`src/rtl/bsram_arbiter.sv`:
```
// Two-port arbiter for the cartridge backup RAM: port A (mapper/CPU) has priority,
// port B (save/load engine) is guaranteed service by a starvation counter.
module bsram_arbiter #(
    parameter int AW         = 20,
    parameter int DW         = 8,
    parameter int ACC_CYC    = 2,
    parameter int STARVE_MAX = 8
) (
    input  logic          mclk,
    input  logic          rst_n,
    input  logic [AW-1:0] bsram_mask,

    input  logic          a_req,
    input  logic          a_we,
    input  logic [AW-1:0] a_addr,
    input  logic [DW-1:0] a_d,
    output logic          a_ack,
    output logic [DW-1:0] a_q,

    input  logic          b_req,
    input  logic          b_we,
    input  logic [AW-1:0] b_addr,
    input  logic [DW-1:0] b_d,
    output logic          b_ack,
    output logic [DW-1:0] b_q,

    output logic [AW-1:0] mem_addr,
    output logic [DW-1:0] mem_d,
    input  logic [DW-1:0] mem_q,
    output logic          mem_ce_n,
    output logic          mem_oe_n,
    output logic          mem_we_n,
    output logic [1:0]    grant
);

    localparam int CW = (ACC_CYC > 1) ? $clog2(ACC_CYC) : 1;
    localparam int SW = $clog2(STARVE_MAX + 1);
    localparam logic [CW-1:0] CNT_LOAD   = CW'(ACC_CYC - 1);
    localparam logic [SW-1:0] STARVE_TOP = SW'(STARVE_MAX);

    typedef enum logic [1:0] {
        IDLE   = 2'd0,
        ACCESS = 2'd1,
        DONE   = 2'd2
    } state_t;

    state_t        state, state_nxt;
    logic [CW-1:0] cnt, cnt_nxt;
    logic [SW-1:0] starve, starve_nxt;
    logic [AW-1:0] addr_nxt;
    logic [DW-1:0] d_nxt;
    logic          ce_n_nxt, oe_n_nxt, we_n_nxt;
    logic [1:0]    grant_nxt;
    logic          a_ack_nxt, b_ack_nxt;
    logic [DW-1:0] a_q_nxt, b_q_nxt;
    logic          pick_b;

    // B wins only when A is absent or A has taken STARVE_MAX turns while B waited
    assign pick_b = b_req && (!a_req || (starve == STARVE_TOP));

    always_ff @(posedge mclk or negedge rst_n) begin
        if (!rst_n) begin
            state <= IDLE;
        end else begin
            state <= state_nxt;
        end
    end

    always_comb begin
        state_nxt  = state;
        cnt_nxt    = cnt;
        starve_nxt = starve;
        addr_nxt   = mem_addr;
        d_nxt      = mem_d;
        ce_n_nxt   = mem_ce_n;
        oe_n_nxt   = mem_oe_n;
        we_n_nxt   = mem_we_n;
        grant_nxt  = grant;
        a_ack_nxt  = 1'b0;
        b_ack_nxt  = 1'b0;
        a_q_nxt    = a_q;
        b_q_nxt    = b_q;

        case (state)
            IDLE: begin
                if (a_req || b_req) begin
                    state_nxt = ACCESS;
                    cnt_nxt   = CNT_LOAD;
                    ce_n_nxt  = 1'b0;
                    if (pick_b) begin
                        addr_nxt   = b_addr & bsram_mask;
                        d_nxt      = b_d;
                        oe_n_nxt   = b_we;
                        we_n_nxt   = !b_we;
                        grant_nxt  = 2'b10;
                        starve_nxt = '0;
                    end else begin
                        addr_nxt  = a_addr & bsram_mask;
                        d_nxt     = a_d;
                        oe_n_nxt  = a_we;
                        we_n_nxt  = !a_we;
                        grant_nxt = 2'b01;
                        if (b_req && (starve != STARVE_TOP)) begin
                            starve_nxt = starve + SW'(1);
                        end
                    end
                end
            end
            ACCESS: begin
                if (cnt == '0) begin
                    // oe_n low identifies a read; mem_q is valid on this last cycle
                    if (!mem_oe_n) begin
                        if (grant[1]) begin
                            b_q_nxt = mem_q;
                        end else begin
                            a_q_nxt = mem_q;
                        end
                    end
                    ce_n_nxt  = 1'b1;
                    oe_n_nxt  = 1'b1;
                    we_n_nxt  = 1'b1;
                    a_ack_nxt = grant[0];
                    b_ack_nxt = grant[1];
                    state_nxt = DONE;
                end else begin
                    cnt_nxt = cnt - CW'(1);
                end
            end
            DONE: begin
                state_nxt = IDLE;
                grant_nxt = 2'b00;
            end
            default: begin
                state_nxt = IDLE;
            end
        endcase
    end

    always_ff @(posedge mclk or negedge rst_n) begin
        if (!rst_n) begin
            cnt      <= '0;
            starve   <= '0;
            mem_addr <= '0;
            mem_d    <= '0;
            mem_ce_n <= 1'b1;
            mem_oe_n <= 1'b1;
            mem_we_n <= 1'b1;
            grant    <= 2'b00;
            a_ack    <= 1'b0;
            b_ack    <= 1'b0;
            a_q      <= '0;
            b_q      <= '0;
        end else begin
            cnt      <= cnt_nxt;
            starve   <= starve_nxt;
            mem_addr <= addr_nxt;
            mem_d    <= d_nxt;
            mem_ce_n <= ce_n_nxt;
            mem_oe_n <= oe_n_nxt;
            mem_we_n <= we_n_nxt;
            grant    <= grant_nxt;
            a_ack    <= a_ack_nxt;
            b_ack    <= b_ack_nxt;
            a_q      <= a_q_nxt;
            b_q      <= b_q_nxt;
        end
    end

endmodule
```
`config.mk`:
```
export PLATFORM = sky130hd
export DESIGN_NAME = bsram_arbiter
export DESIGN_NICKNAME = d
export VERILOG_FILES = /design/src/rtl/bsram_arbiter.sv
export SDC_FILE = /design/constraint.sdc
export NUM_CORES = 1
export LEC_CHECK = 0
export BUFFER_PORTS_ARGS = -buffer_cell sky130_fd_sc_hd__buf_2
export CAP_MARGIN = 5
export CORE_UTILIZATION = 34
export CTS_CLUSTER_SIZE = 10
export DETAILED_ROUTE_END_ITERATION = 12
export GPL_ROUTABILITY_DRIVEN = 0
export PLACE_DENSITY_LB_ADDON = 0.05
export SYNTH_ARGS = -nofsm -noshare
export SYNTH_HDL_FRONTEND = slang
export SYNTH_SLANG_ARGS = --single-unit
```
`constraint.sdc`:
```
create_clock -name mclk -period 1.7 [get_ports mclk]
set_input_delay 0.085 -clock mclk [delete_from_list [all_inputs] [get_ports mclk]]
set_output_delay 0.085 -clock mclk [all_outputs]
set_load 0.05 [all_outputs]
```
**Word level (Yosys, flattened, before mapping)**

Cells that the tools add are included.

- Output and inout bits: 51
- Word-level logic and storage cells: 71
- Register bits after elaboration: 58
- Input bits: 90

- Eq/ne operators: 6
- Bitwise gates (word level): 5
- Reduce and logical (&&, ||, !) cells: 19
- Multiplexer cells: 26
- $add $sub $neg: 2

Operator list:

| operator | count |
|---|---|
| 20-bit AND | 2 |
| 20-bit 2-to-1 mux | 1 |
| 1-bit 2-to-1 mux | 12 |
| 2-bit 2-to-1 mux | 4 |
| 4-bit 2-to-1 mux | 2 |
| 8-bit 2-to-1 mux | 1 |
| 1-bit case mux with 2 select lines | 4 |
| 2-bit case mux with 2 select lines | 2 |
| 2-bit AND reduction | 4 |
| 4-bit AND reduction | 2 |
| 3-bit AND reduction | 2 |
| 2-bit nonzero test | 3 |
| 4-bit by 1-bit adder with 4-bit output, second input constant | 1 |
| 4-bit equality test, second input constant | 1 |
| 2-bit != test, second input constant | 2 |
| 4-bit != test, second input constant | 1 |
| 1-bit logical NOT | 3 |
| 1-bit NOT | 3 |
| 2-bit by 1-bit equality test with 1-bit output, second input constant | 1 |
| 2-bit equality test, second input constant | 1 |
| 1-bit logical AND | 2 |
| 2-bit logical NOT | 1 |
| 1-bit logical OR | 2 |
| 1-bit subtractor, second input constant | 1 |

**Longest topological paths before layout**

Gate-level depths: netlist of run 1.

- Word-level depth: 6
- Gate-level depth with buffers: 6
- Depth with buffers taken out: 5

**Worst setup path after synthesis of run 1**

No wires, ideal clock.

- Kind: reg-to-reg
- Start: reg state[1]
- End: reg a_q[0]
- Arrival: 1.461 ns
- Required time: 1.575 ns
- Slack: 0.114 ns
- Path buffers: 0
- Library setup time: 0.125 ns
- Clock period less this slack: 1.586 ns
- Stages on the path, launching flop included: 4
- Path through: dfrtp_1 > nor3b_4 > nor3b_4 > mux2_4

- Word-level cells in the longest chain between the ends: 2

Ends and longest elaborated chain:

| item | RTL line | source |
|---|---|---|
| start, declared | 47 | `state_t state, state_nxt;` |
| start signal, assigned | 65 | `state <= state_nxt;` |
| 2-bit by 1-bit equality test with 1-bit output | 84 | `case (state)` |
| 4-bit AND reduction (no source line) | -- |  |
| end signal, assigned | 164 | `a_q <= a_q_nxt;` |
| end, declared | 18 | `output logic [DW-1:0] a_q,` |

No other way between the ends.
A chain may end at the register's enable or synchronous reset.

**Worst setup path in the final report of run 1**

- Start: reg state[0]
- End: reg a_q[1]

Same word-level chain as after synthesis.

==> impl_results.md, run 1 <==
* Outcome: complete, no violations
* Crit path max fanout at 8
* Worst setup path endpoint: a_q[1]
* Peak supply drop at 0.000505 V
* Area of the mapped netlist at 0.00300 mm^2
* Synth top area share at 45.9%
* Share of cells above drive strength 1 at 43.5%
* Syn-to-layout area delta at 40.6%
* Fill cells at 813
* ANT nets after route at 0
* Hold_ws at 46.5 ps
* Core Region at 0.00838 mm^2
* Warnings, synthesis at 0
* H-tree level count at 3
* Critical Path Start: state[0]
* Clock slew seen by the registers of the worst setup and hold paths at 70 ps
* DRC viols at 0
* Cells after Synth at 287
* Pwr Total at 8410 uW
* Final setup TNS at 0 ps
* Clock latency on the worst-skew pair at 330 ps
* Fmax at 642 MHz
* Clock Power Share at 15.2%
* Crit-path most repeated cell: nor3b_4
* DP HPWL at 6170 um
* Die X at 95.9 um
* Crit-path cells: nor3b_4, nor3b_4, buf_12, mux2_4
* CP bufs+invs at 1
* Setup Skew at 11.1 ps
* Nets at 535
* Clk sinks at 58
* Largest net degree at the start of global routing at 59
* Worst-margin pin slew at 542 ps
* Sw frac at 50.7%
* Largest stage delay, worst path at 480 ps
* Total die area at 0.00920 mm^2
* Total CTS buffers at 9
* Initial antenna violation count at 0
* Max-slew violations at 0
* Critical-path top delay cell: dfrtp_1
* Final core utilization at 50.3%
* Via Count at 2905
* Critical R2R Launch: state[0]
* I/O Buffers at 140
* RSZ-0062 raised after global routing: no
* Worst Path Required at 1910 ps
* Total wire length at 8780 um
* Leakage at 0.00203 uW
* NetSw at 4260 uW
* Vias in the first global route at 2873
* Row count at 33
* CTS root buffer: clkbuf_8
* Tmin final at 1560 ps
* Hold Path Class: input port to register
* Grt ovf at 0
* WP data arrival at 1770 ps
* Top cells by area, synth: dfrtp_1 46%, nand4b_1 6.1%, nand4_1 5.2%, o211ai_1 5.0%, and2_1 4.6%
* Final hold violation count at 0
* Number of cells on the critical path at 4
* Routed wire per std cell at 15.9 um
* Unique masters post-synth at 39
* Register area share after synthesis at 48.5%
* Internal power at 4140 uW
* Reg2reg setup slack at 140 ps
* Initial core utilization at 35.8%
* ANT cells at 0
* DRT iter0 DRCs at 104
* Seq cells post-synth at 58
* Post-Syn Nets at 379
* Final setup fails at 0
* Die H at 95.9 um
* Worst slew margin at 63.6%
* CTS max path bufs at 2
* Vias per inst at 5.25
* CP top delay family: simple AND/OR/NAND/NOR gates
* Final worst-path cycle share at 91.6%
* Global-route wire length before repair at 13800 um
* Reg power frac at 28.4%
* MaxCap Viol Count at 0
* R2r worst-path depth at 4
* IO Pins at 141
* GRT Util Overall at 19.8%
* Crit Path Class: register to register
* First-pass DRT Iterations at 4
* Avg Cell Area, Syn at 10.5 um^2
* RR Endpoint: a_q[1]
* Power density over the cells at 1990 mW/mm^2
* Post-synth top area cell: dfrtp_1
* Comb pwr share at 56.4%
* CTS tree: built
* Startpoint types: register
* Post CTS Setup Buffer Count at 0
* Crit. End Element: register
power groups by stage:
| stage | Combinational [uW] | Sequential, uW | Clock, uW |
|---|---|---|---|
| after floorplan | 1630 | 4140 | 0 |
| after global placement | 4720 | 2390 | 0 |
| after detailed placement | 4740 | 2410 | 0 |
| after CTS | 4770 | 2400 | 1310 |
| after global routing | 5090 | 2470 | 1380 |
| final | 4740 | 2390 | 1280 |
logic make-up (layout without fill, tap and decap cells):
kind of cell	Yosys count	count (layout)	share of synthesized area (%)
and+or+nand+nor	98	98	22.7
AOI/OAI and AO/OA	74	74	15.7
DFF	58	58	48.5
buffers and inverters	39	200	5.25
muxes	16	16	7.01
adders and majority gates	2	2	0.834
cell usage after synthesis:
library cell  instances
a211oi_1              2
a221oi_1              2
o221a_1               1
nor2_1                3
o21bai_1              1
nor2b_1               1
a31oi_1               1
nand3b_1              1
mux2_1                8
nand3_1               9
or3b_4                1
a21oi_1               3
inv_2                 1
buf_1                 2
and3b_1               2
inv_1                14
nand2_1               4
and2_1               22
buf_2                 3
dfrtp_1              55
nor3b_2               1
o21ai_1              27
ha_1                  2
nand2b_1              2
or4_1                 1
nand4b_1             21
o2111ai_1             1
nor4b_1               1
dfstp_2               3
buf_6                 1
nor3_1                2
mux2_4                8
a21o_1                1
o221ai_1              6
nand4_1              25
o211ai_1             20
clkbuf_1             18
o21ai_0               9
nor3b_4               2
layer usage:
metal  vias up  global-route usage [%]  wire, um
met1      1398                    25.0      3880
met4         0                    8.58       177
met3        14                    4.27       465
met5         -                       0         0
li1       1396                       -         -
met2        97                    32.6      4260
cells in the final DEF (no fill, tap or decap), drive strengths merged, types with 6 or more instances in the layout:
cell type,instances
dfrtp,55
clkbuf,11
buf,160
mux2,16
o221ai,6
and2,22
inv,15
dlygate4sd3,9
nand3,9
nand4,25
o211ai,20
o21ai,36
nand4b,21
through the flow:
stage          instance area, um^2  setup WS [ps]  std cells
6_report                      4220            143        553
5_1_grt                       4220           13.8        553
4_1_cts                       4210           36.4        553
3_3_place_gp                  3930            101        528
3_5_place_dp                  3930           45.1        528
2_1_floorplan                 3000            114        287
tightest hold or removal path: stages:
cell      delay [ps]
buf_2             90
nand4b_1          80
o211ai_1          70
repair_timing:
item / CTS / global route
gates resized for setup: 0 / 2
endpoints found under the hold margin: 69 / 0
endpoints found under the setup margin: 0 / 9
hold buffers: 9 / 0
worst min-delay path by stage:
stage | start | end | depth (start not counted)
floorplan | rst_n | a_ack | 0
global placement | rst_n | a_q[6] | 2
detailed placement | rst_n | a_q[6] | 2
CTS | b_we | mem_oe_n | 3
global route | b_d[4] | mem_d[4] | 3
finish | b_addr[15] | mem_addr[15] | 3
state kept, by name (all words and copies together) (netlist names), 2 cells and up:
name	flops
b_q	8
mem_addr	20
state	2
a_q	8
mem_d	8
grant	2
starve	4
cell type report:
type                    count  area, um^2  area share [%]
clock inverters             5        53.8            1.28
well taps                 105         131            3.11
repair buffers            169         982            23.3
inverters                  15        56.3            1.33
clock buffers              11         141            3.35
flip-flops and latches     58        1460            34.5
multi-input cells         190        1400            33.2
Note: power is estimated with default switching activity, not from simulation.
==> run 2, diff against run 1 <==
--- a/config.mk
+++ b/config.mk
@@ -5,6 +5,7 @@
 export SDC_FILE = /design/constraint.sdc
 export NUM_CORES = 1
 export LEC_CHECK = 0
+export ABC_AREA = 1
 export BUFFER_PORTS_ARGS = -buffer_cell sky130_fd_sc_hd__buf_2
 export CAP_MARGIN = 5
 export CORE_UTILIZATION = 34
==> run 2 against run 1 <==
Fmax rose by 8.2%. Critical path type unchanged. Utilization fell by 0.40 points. Critical endpoint is now mem_addr[14]. Routed wire length fell by 13%. Clock skew fell by 5.1 ps. Register-to-register slack improved by 120 ps.
==> impl_results.md, run 2 <==
* I/O Buffers at 140 (unchanged)
* Final core utilization at 49.9% (-0.40 points)
* Dpl cells at 605 (+15%)
* DRC viols at 0 (unchanged)
* Syn-to-layout area delta at 40.9%
* Crit path max fanout at 13 (+5)
* Post-place setup slack at 259 ps (+214 ps)
* Critical Path Start: starve[0]
* Reg2reg setup slack at 260 ps (+120 ps)
* Final worst-path cycle share at 84.6% (-7.0 points)
* Routed wire per std cell at 12.1 um (-24%)
* R2r worst-path depth at 8 (+4)
* Post CTS Setup Buffer Count at 0 (unchanged)
* WHS Path Cells at 3 (unchanged)
* Warnings, synthesis at 0 (unchanged)
* Unique masters post-synth at 25 (-36%)
* Avg Cell Area, Syn at 8.03 um^2 (-23%)
* Final setup fails at 0 (unchanged)
* Fmax at 695 MHz (+8.2%)
* Initial antenna violation count at 0 (unchanged)
* Worst Path Required at 1910 ps (about the same)
* Seq cells post-synth at 58 (unchanged)
* Setup Skew at 5.93 ps (-5.15 ps)
* Area of the mapped netlist at 0.00294 mm^2 (-2.0%)
* Most common cell after layout, fill and taps aside: buf_2
* Post-synth EDFFs at 0 (unchanged)
* Initial core utilization at 35.4% (-0.37 points)
* Global-route wire length before repair at 12200 um (-12%)
* Startpoint types: register
* Nets at 613 (+15%)
* Hold Path Class: input port to register
* Share of cells above drive strength 1 at 36.3% (-7.2 points)
* Max reg flops at 20 (unchanged)
* Critical R2R Launch: starve[0]
* Worst slew margin at 60.0% (-3.6 points)
* Setup ws final at 261 ps (+118 ps)
* Crit. End Element: register
* Leakage at 0.00241 uW (+19%)
* CTS root buffer: clkbuf_8
* Comb pwr share at 53.2% (-3.2 points)
* Total CTS buffers at 9 (unchanged)
* Hold Path Sink: mem_d[3]
* Core Region at 0.00830 mm^2 (-0.99%)
* Post-Syn Nets at 458 (+21%)
* Total die area at 0.00902 mm^2 (-2.0%)
* Internal power at 4210 uW (+1.7%)
* Final hold violation count at 0 (unchanged)
* RSZ-0062 raised after global routing: no
* Die H at 95.0 um (-0.98%)
* Worst-margin pin slew at 598 ps (+56.1 ps)
* Vias in the first global route at 2556 (-11%)
* CTS max path bufs at 2 (unchanged)
* GRT Util Overall at 17.6% (-2.2 points)
* Post-synth top area cell: dfrtp_1
* WP data arrival at 1650 ps (-120 ps)
* Register area share after synthesis at 49.5% (+0.99 points)
* NetSw at 4370 uW (+2.4%)
* Most common cell in the synthesized netlist: nand2_1
* Outcome: complete, no violations
* Largest net degree at the start of global routing at 26 (-56%)
* Via Count at 2774 (-4.5%)
* ANT cells at 0 (unchanged)
* Fill cells at 830 (+2.1%)
* DP HPWL at 5440 um (-12%)
* Power density over the cells at 2070 mW/mm^2 (+3.9%)
* Die X at 95.0 um (-0.98%)
* Cells after Synth at 366 (+28%)
* Clk sinks at 58 (unchanged)
* Row count at 33 (unchanged)
* ANT nets after route at 0 (unchanged)
* Commonest non-fill, non-tap cells in the layout: 140 x buf_2, 102 x nand2_1, 58 x inv_1
* Post-route insts no fill at 631 (+14%)
* Top post-synthesis cells by count: 102 x nand2_1, 58 x inv_1, 55 x dfrtp_1
* Max-slew violations at 0 (unchanged)
* Tmin final at 1440 ps (-118 ps)
* H-tree level count at 3 (unchanged)
* Clock latency on the worst-skew pair at 330 ps (about the same)
* Sw frac at 50.9% (+0.18 points)
* Reg power frac at 28.4% (about the same)
* Cell area after layout at 0.00414 mm^2 (-1.8%)
* First-pass DRT Iterations at 4 (unchanged)
* Total wire length at 7640 um (-13%)
* Peak supply drop at 0.00110 V (+120%)
* Placed inst area at 0.00379 mm^2 (-3.5%)
* Clock Power Share at 18.4% (+3.2 points)
* Vias per inst at 4.40 (-16%)
* Clock slew seen by the registers of the worst setup and hold paths at 70 ps (about the same)
* Async set-reset flop share out of synthesis at 100% (unchanged)
* DRT iter0 DRCs at 113 (+8.7%)
* IO Pins at 141 (unchanged)
* MaxCap Viol Count at 0 (unchanged)
* Primary FF master, synth: dfrtp_1
* CTS tree: built
* Grt ovf at 0 (unchanged)
* Biggest register: mem_addr
* Final setup TNS at 0 ps (unchanged)
* Top cells by area, synth: dfrtp_1 47%, nand2_1 13%, inv_1 7.4%, nand3_1 7.3%, nand3b_1 5.6%
* Synth top area share at 46.8% (+0.94 points)
* RR Endpoint: mem_addr[14]
* Crit Path Class: register to register
* Hold wc startpoint: a_d[3]
-- run 2: cell types whose count changed after synthesis, sizes merged, moves of 22 or more --
cell	change
nand2	+101
inv	+47
nand3	+36
nand4	-25
nor2	+25
and2	-22
-- run 2: layout make-up --
| cell class | count | area [um^2] | share of cell area [%] |
|---|---|---|---|
| Multi-Input combinational cell | 230 | 1160 | 28.0 |
| Clock inverter | 6 | 114 | 2.75 |
| Clock buffer | 10 | 138 | 3.32 |
| Timing Repair Buffer | 160 | 913 | 22.0 |
| Tap cell | 105 | 131 | 3.17 |
| Inverter | 62 | 233 | 5.62 |
| Sequential cell | 58 | 1460 | 35.1 |
-- run 2: worst max-delay path, cell delays in order, from the launching register on --
cell,delay [ps]
dfrtp_1,400
inv_1,100
ha_1,150
nand3_1,80
nand2_2,120
buf_4,230
nand3b_1,100
nand3_1,90
nand2_1,50
-- run 2: metal layers --
metal / vias to the layer above / share of wire (%) / track usage [%]
li1: 1444 / - / -
met1: 1228 / 47 / 23.0
met2: 93 / 46 / 28.4
met3: 9 / 6.5 / 3.62
met4: 0 / 1.3 / 7.20
met5: - / 0 / 0
-- run 2: what timing repair did --
action | CTS | global route
endpoints found under the setup margin | 0 | 0
hold buffers | 10 | 0
resized for setup | 0 | 0
endpoints found under the hold margin | 20 | 0
-- run 2: worst max path at each step --
stage	endpoint	slack, ps	depth (start not counted)
3_3_place_gp	mem_d[6]	310	8
5_1_grt	starve[0]	100	8
3_5_place_dp	mem_we_n	260	9
2_1_floorplan	a_q[3]	380	5
4_1_cts	mem_d[2]	250	8
6_report	mem_addr[14]	260	8
-- run 2: logic make-up after synthesis --
kind of cell	share of synthesized area (%)
xor gates and xnor gates	0.298
adders and majority gates	0.851
and+or+nand+nor	32.8
buffers and inverters	11.1
DFF	49.5
AOI/OAI and AO/OA	5.53
-- run 2: power groups by stage --
stage | Sequential, uW | Combinational (uW) | Clock (uW)
after CTS | 2450 | 4620 | 1640
final | 2440 | 4560 | 1580
after global routing | 2530 | 4960 | 1700
after floorplan | 4530 | 1390 | 0
after detailed placement | 2460 | 4590 | 0
after global placement | 2460 | 4560 | 0
-- run 2: through the flow --
step / hold WS (ps) / total power (uW)
6_report: 17.3 / 8580
5_1_grt: 7.52 / 9180
4_1_cts: 0.233 / 8700
3_5_place_dp: 61.2 / 7050
3_3_place_gp: 63.4 / 7020
2_1_floorplan: -211 / 5920
